--- src/rtl/regfile_loader_if.sv ---
// Command, load-stream and dump-stream handshakes of regfile_loader.
// The master side is the test/debug transport; the slave side is the loader.
interface regfile_loader_if #(
  parameter int unsigned XLen = 32
);
  logic            cmd_valid_i;
  logic            cmd_ready_o;
  logic            cmd_dump_i;
  logic            abort_i;
  logic            in_valid_i;
  logic            in_ready_o;
  logic [XLen-1:0] in_data_i;
  logic            out_valid_o;
  logic            out_ready_i;
  logic [XLen-1:0] out_data_o;
  logic            busy_o;
  logic            done_o;

  modport master (
    output cmd_valid_i, cmd_dump_i, abort_i, in_valid_i, in_data_i, out_ready_i,
    input  cmd_ready_o, in_ready_o, out_valid_o, out_data_o, busy_o, done_o
  );

  modport slave (
    input  cmd_valid_i, cmd_dump_i, abort_i, in_valid_i, in_data_i, out_ready_i,
    output cmd_ready_o, in_ready_o, out_valid_o, out_data_o, busy_o, done_o
  );
endinterface

--- src/rtl/regfile_loader.sv ---
// Bulk load/dump initiator for the integer register file: streams words into
// x1..x(NReg-1) through the write port, or out of them through read port 1.
module regfile_loader #(
  parameter int unsigned XLen      = 32,
  parameter int unsigned NReg      = 32,
  localparam int unsigned NRegWidth = $clog2(NReg)
) (
  input  logic                 clk_i,
  input  logic                 rst_ni,
  regfile_loader_if.slave      bus,
  output logic [NRegWidth-1:0] rf_a1_o,
  input  logic [XLen-1:0]      rf_rd1_i,
  output logic [NRegWidth-1:0] rf_a3_o,
  output logic                 rf_we3_o,
  output logic [XLen-1:0]      rf_wd3_o
);

  typedef enum logic [1:0] {
    IDLE  = 2'd0,
    LOAD  = 2'd1,
    DUMP  = 2'd2,
    DRAIN = 2'd3
  } state_t;

  localparam logic [NRegWidth-1:0] FirstIdx = NRegWidth'(1);
  localparam logic [NRegWidth-1:0] LastIdx  = NRegWidth'(NReg - 1);

  state_t                state;
  logic [NRegWidth-1:0]  idx;
  logic                  out_valid;
  logic [XLen-1:0]       out_data;
  logic                  done;

  logic in_ready;
  logic write_hs;
  logic capture;

  assign in_ready = (state == LOAD);
  // abort suppresses the write even though in_ready is still up this cycle
  assign write_hs = in_ready && bus.in_valid_i && !bus.abort_i;
  assign capture  = !out_valid || bus.out_ready_i;

  assign rf_a3_o  = in_ready ? idx : '0;
  assign rf_wd3_o = bus.in_data_i;
  assign rf_we3_o = write_hs;
  assign rf_a1_o  = (state == DUMP) ? idx : '0;

  assign bus.cmd_ready_o = (state == IDLE);
  assign bus.busy_o      = (state != IDLE);
  assign bus.in_ready_o  = in_ready;
  assign bus.out_valid_o = out_valid;
  assign bus.out_data_o  = out_data;
  assign bus.done_o      = done;

  // idx is reloaded to 1 on every exit so it never sits at 0 inside a transfer
  always_ff @(posedge clk_i or negedge rst_ni) begin
    if (!rst_ni) begin
      state     <= IDLE;
      idx       <= FirstIdx;
      out_valid <= 1'b0;
      out_data  <= '0;
      done      <= 1'b0;
    end else begin
      done <= 1'b0;
      unique case (state)
        IDLE: begin
          if (bus.cmd_valid_i && !bus.abort_i) begin
            idx   <= FirstIdx;
            state <= bus.cmd_dump_i ? DUMP : LOAD;
          end
        end

        LOAD: begin
          if (bus.abort_i) begin
            state <= IDLE;
            idx   <= FirstIdx;
          end else if (write_hs) begin
            if (idx == LastIdx) begin
              state <= IDLE;
              idx   <= FirstIdx;
              done  <= 1'b1;
            end else begin
              idx <= idx + FirstIdx;
            end
          end
        end

        DUMP: begin
          if (bus.abort_i) begin
            state     <= IDLE;
            idx       <= FirstIdx;
            out_valid <= 1'b0;
          end else if (capture) begin
            out_data  <= rf_rd1_i;
            out_valid <= 1'b1;
            if (idx == LastIdx) begin
              state <= DRAIN;
              idx   <= FirstIdx;
            end else begin
              idx <= idx + FirstIdx;
            end
          end
        end

        DRAIN: begin
          if (bus.abort_i) begin
            state     <= IDLE;
            out_valid <= 1'b0;
          end else if (bus.out_ready_i) begin
            state     <= IDLE;
            out_valid <= 1'b0;
            done      <= 1'b1;
          end
        end

        default: state <= IDLE;
      endcase
    end
  end

  a_no_x0_write: assert property (@(posedge clk_i) disable iff (!rst_ni)
    rf_we3_o |-> (rf_a3_o != '0));

  a_out_hold: assert property (@(posedge clk_i) disable iff (!rst_ni)
    (out_valid && !bus.out_ready_i && !bus.abort_i) |=> (out_valid && $stable(out_data)));

  a_done_in_idle: assert property (@(posedge clk_i) disable iff (!rst_ni)
    done |-> (state == IDLE));

endmodule

--- src/flat_wrapper.sv ---
// flat-port wrapper written by rule: the top's interface ports become plain ports
module regfile_loader_flat 
#(
  parameter int unsigned XLen      = 32,
  parameter int unsigned NReg      = 32,
  localparam int unsigned NRegWidth = $clog2(NReg)
)
  (clk_i, rst_ni, rf_a1_o, rf_rd1_i, rf_a3_o, rf_we3_o, rf_wd3_o, bus_cmd_valid_i, bus_cmd_dump_i, bus_abort_i, bus_in_valid_i, bus_in_data_i, bus_out_ready_i, bus_cmd_ready_o, bus_in_ready_o, bus_out_valid_o, bus_out_data_o, bus_busy_o, bus_done_o);
  regfile_loader_if #(.XLen(XLen)) bus_i ();
  input  logic clk_i;
  input  logic rst_ni;
  output logic [NRegWidth-1:0] rf_a1_o;
  input  logic [XLen-1:0] rf_rd1_i;
  output logic [NRegWidth-1:0] rf_a3_o;
  output logic rf_we3_o;
  output logic [XLen-1:0] rf_wd3_o;
  input wire logic [$bits(bus_i.cmd_valid_i)-1:0] bus_cmd_valid_i;
  input wire logic [$bits(bus_i.cmd_dump_i)-1:0] bus_cmd_dump_i;
  input wire logic [$bits(bus_i.abort_i)-1:0] bus_abort_i;
  input wire logic [$bits(bus_i.in_valid_i)-1:0] bus_in_valid_i;
  input wire logic [$bits(bus_i.in_data_i)-1:0] bus_in_data_i;
  input wire logic [$bits(bus_i.out_ready_i)-1:0] bus_out_ready_i;
  output wire logic [$bits(bus_i.cmd_ready_o)-1:0] bus_cmd_ready_o;
  output wire logic [$bits(bus_i.in_ready_o)-1:0] bus_in_ready_o;
  output wire logic [$bits(bus_i.out_valid_o)-1:0] bus_out_valid_o;
  output wire logic [$bits(bus_i.out_data_o)-1:0] bus_out_data_o;
  output wire logic [$bits(bus_i.busy_o)-1:0] bus_busy_o;
  output wire logic [$bits(bus_i.done_o)-1:0] bus_done_o;
  assign bus_i.cmd_valid_i = bus_cmd_valid_i;
  assign bus_i.cmd_dump_i = bus_cmd_dump_i;
  assign bus_i.abort_i = bus_abort_i;
  assign bus_i.in_valid_i = bus_in_valid_i;
  assign bus_i.in_data_i = bus_in_data_i;
  assign bus_i.out_ready_i = bus_out_ready_i;
  assign bus_cmd_ready_o = bus_i.cmd_ready_o;
  assign bus_in_ready_o = bus_i.in_ready_o;
  assign bus_out_valid_o = bus_i.out_valid_o;
  assign bus_out_data_o = bus_i.out_data_o;
  assign bus_busy_o = bus_i.busy_o;
  assign bus_done_o = bus_i.done_o;
  regfile_loader #(.XLen(XLen), .NReg(NReg)) u_core (.clk_i(clk_i), .rst_ni(rst_ni), .bus(bus_i), .rf_a1_o(rf_a1_o), .rf_rd1_i(rf_rd1_i), .rf_a3_o(rf_a3_o), .rf_we3_o(rf_we3_o), .rf_wd3_o(rf_wd3_o));
endmodule
--- config.mk ---
export PLATFORM = sky130hd
export DESIGN_NAME = regfile_loader_flat
export DESIGN_NICKNAME = d
export VERILOG_FILES = /design/src/rtl/regfile_loader_if.sv /design/src/rtl/regfile_loader.sv /design/src/flat_wrapper.sv
export SDC_FILE = /design/constraint.sdc
export NUM_CORES = 1
export LEC_CHECK = 0
export CORE_ASPECT_RATIO = 1.2
export CORE_MARGIN = 2
export CORE_UTILIZATION = 30
export DETAILED_ROUTE_END_ITERATION = 12
export GPL_TIMING_DRIVEN = 1
export PLACE_DENSITY = 0.73
export SYNTH_ARGS = -nofsm -noshare
export SYNTH_HDL_FRONTEND = slang
export SYNTH_SLANG_ARGS = --single-unit
--- constraint.sdc ---
create_clock -name clk_i -period 1.65 [get_ports clk_i]
set_clock_uncertainty 0.05 [all_clocks]
set_input_delay 0.495 -clock clk_i [delete_from_list [all_inputs] [get_ports clk_i]]
set_output_delay 0.495 -clock clk_i [all_outputs]
set_load 0.01 [all_outputs]
==> reports/qor.txt <==
Fill cells: 613
Nets@finish: 356
Die Wd: 81.8 um
Global route overflow: 0
Hold Crit Class: in2async
# rows: 34
Adder-cell share of the synthesized area: 3.44%
Xor-xnor portion of the synthesized cell area: 0%
Main combinational cell family by area after synthesis: multiplexers
Main area contributors after synthesis: dfrtp_1, mux2_2, buf_4, ha_1, buf_6
Finished Core Util: 52.9%
Post-route cell area: 3780 sq um
Fmax: 0.510 GHz
Deepest clock path buffer count: 2
Req. time, crit path: 1.10 ns
Crit. End Element: primary output
Post-DP HPWL: 3610 um
Port buffer count: 86
CTS Root Cell: clkbuf_8
Worst slew pin tran: 0.293 ns
Worst setup path category: reg2out
Sequential area share after synthesis: 47.1%
Largest net degree at the start of global routing: 42
CORE AREA: 7150 sq um
Count of cell types in the netlist: 34
Final Slew Violations: 0
Comb power frac: 62.5%
Area Growth Syn to Fin: 73.3%
Critical Path AT: 1.42 ns
Worst slew margin: 80.4%
Die height: 97.4 um
Cell Int Power: 4250 uW
Worst Setup Start Kind: flip-flop
Compound-Gate Fraction of Synth Area: 5.22%
Sequential power share: 27.3%
Final setup vio count: 53
Syn avg cell area: 12.7 sq um
Diode count: 0
#FFs+latches synth: 41
Critical Path End: rf_we3_o
Final worst slack: -0.312 ns
First-pass DRT Iterations: 4
Number of flops mapped to enable cells by yosys: 0
Reg2reg start: u_core.state[0]
Hold Slack: 0.109 ns
Post-Synthesis Cells: 171
Total of max-cap violations: 0
Power Density: 1690 nW/um^2
Vias: 1667
Final hold vios: 0
Count leader, synth: dfrtp_1
Starting DRT DRC Count: 41
CP Max Fanout: 3
Routed vias/inst: 4.51
# placed instances: 335
# IOs: 151
Reg2Reg Depth: 8
Sw Pwr: 2120 uW
Prevailing post-synth register cell: dfrtp_1
First-pass GRT wire length: 9340 um
Leakage power: 0.00178 uW
Ys Warns: 0
Clk sinks: 41
All-Layer GR Usage: 15.1%
Multi-input gate area: 1140 sq um
Register Area: 1030 sq um
Post-synthesis simple-gate area fraction: 9.87%
Layout cells sized above 1: 52.9%
Status: finished with violations
Vias in the first global route: 1878
DR DRC count: 0
Initial Util: 30.5%
Non-filler cells in the finished layout: 370
VDD IR max: 0.000655 V
Crit path launch: u_core.state[0]
Clk pwr share: 10.3%
Switching part of the total: 33.3%
Syn nets: 248
DR WL/cell: 16.3 um
Synth area leader: dfrtp_1
Period utilization: 119%
Clk pin slew, worst setup/hold paths: 0.09 ns
H-tree depth: 2
Gpl congestion: 0.706
Num CTS Buffers: 5
Die area: 7970 sq um
Commonest cells in the netlist: dfrtp_1, buf_4, mux2_2
Placed cell areas: 3120 sq um
Asr flop ratio synth: 100%
Reg2reg end: u_core.idx[4]
Failing checks: negative setup slack
R2R setup slack: -0.27 ns
Total Routed Length: 6030 um
Pre-CTS WS: -0.681 ns
Yosys top cell area share: 45.9%
RSZ-0062 raised after global routing: true
CTS tree: done
Antenna violations before repair: 0
Final min period: 1.96 ns
Antenna Nets Post-Route: 0
Mapped cell area: 2180 sq um
Worst-Skew Late Latency: 0.30 ns
Mux contribution to synthesized area: 19.5%
-- worst max-delay path: stages (launching register included) --
cell,delay (ns)
dfrtp_1,0.40
buf_6,0.13
ha_4,0.17
buf_6,0.11
and3b_1,0.18
buf_6,0.13
-- registers in the layout (all words and copies together), names as in the netlist --
name,flops
u_core.bus.done_o,1
u_core.bus.out_data_o,32
u_core.bus.out_valid_o,1
u_core.state,2
u_core.idx,5
-- power groups by stage --
stage	registers [uW]	clock network (uW)	logic, uW
final	1740	655	3980
after global routing	1800	710	4250
after CTS	1720	675	3710
after detailed placement	1750	0	2950
after global placement	1730	0	2900
after floorplan	1940	0	1250
-- per-layer routing --
layer / vias up / wire [um] / GRT usage [%]
li1: 767 / - / -
met4: 0 / 128 / 5.26
met2: 60 / 3100 / 26.9
met3: 20 / 383 / 3.07
met5: - / 0 / 0
met1: 820 / 2410 / 17.5
-- per-stage QoR --
step	setup TNS, ns	power (uW)
6_report	-11.02	6370
3_3_place_gp	-28.57	4620
5_1_grt	-14.20	6760
2_1_floorplan	0	3190
4_1_cts	-10.92	6110
3_5_place_dp	-28.97	4700
-- cells by family (layout without fill, tap and decap cells) --
logic type | after synthesis | in the layout
adder cells (fa/ha/maj) | 6 | 6
AO/OA/AOI/OAI | 13 | 13
multiplexers | 37 | 37
AND/OR/NAND/NOR | 31 | 31
buffers and inverters | 43 | 152
flip-flops | 41 | 41
-- worst min-delay path by stage --
| stage | to | depth (start not counted) |
|---|---|---|
| 2_1_floorplan | u_core.bus.done_o | 0 |
| 3_3_place_gp | u_core.bus.out_data_o[31] | 2 |
| 3_5_place_dp | u_core.bus.out_data_o[28] | 2 |
| 4_1_cts | u_core.bus.done_o | 2 |
| 5_1_grt | u_core.bus.done_o | 2 |
| 6_report | u_core.bus.done_o | 2 |
-- repair_timing --
item / in CTS / in global routing
resized for setup: 174 / 24
hold buffers: 0 / 0
cloned: 4 / 0
setup buffers: 21 / 5
pin swaps: 7 / 3
setup endpoints to repair: 87 / 54
-- cell type report --
| cell class | instances | area share, % |
|---|---|---|
| clock buffers | 5 | 1.82 |
| clock inverters | 3 | 0.464 |
| inverters | 6 | 0.662 |
| multi-input cells | 87 | 30.1 |
| flip-flops and latches | 41 | 27.3 |
| well taps | 90 | 2.98 |
| repair buffers | 138 | 36.7 |
-- placed cells by master (no fill, tap or decap), drive strengths merged, types with 4 or more instances in the layout --
master,n
buf,67
dfrtp,40
clkdlybuf4s50,36
mux2,35
dlygate4sd2,35
and2,10
ha,6
inv,6
clkbuf,5
nand2b,5
a21oi,4
(Power assumes the default switching activity.)
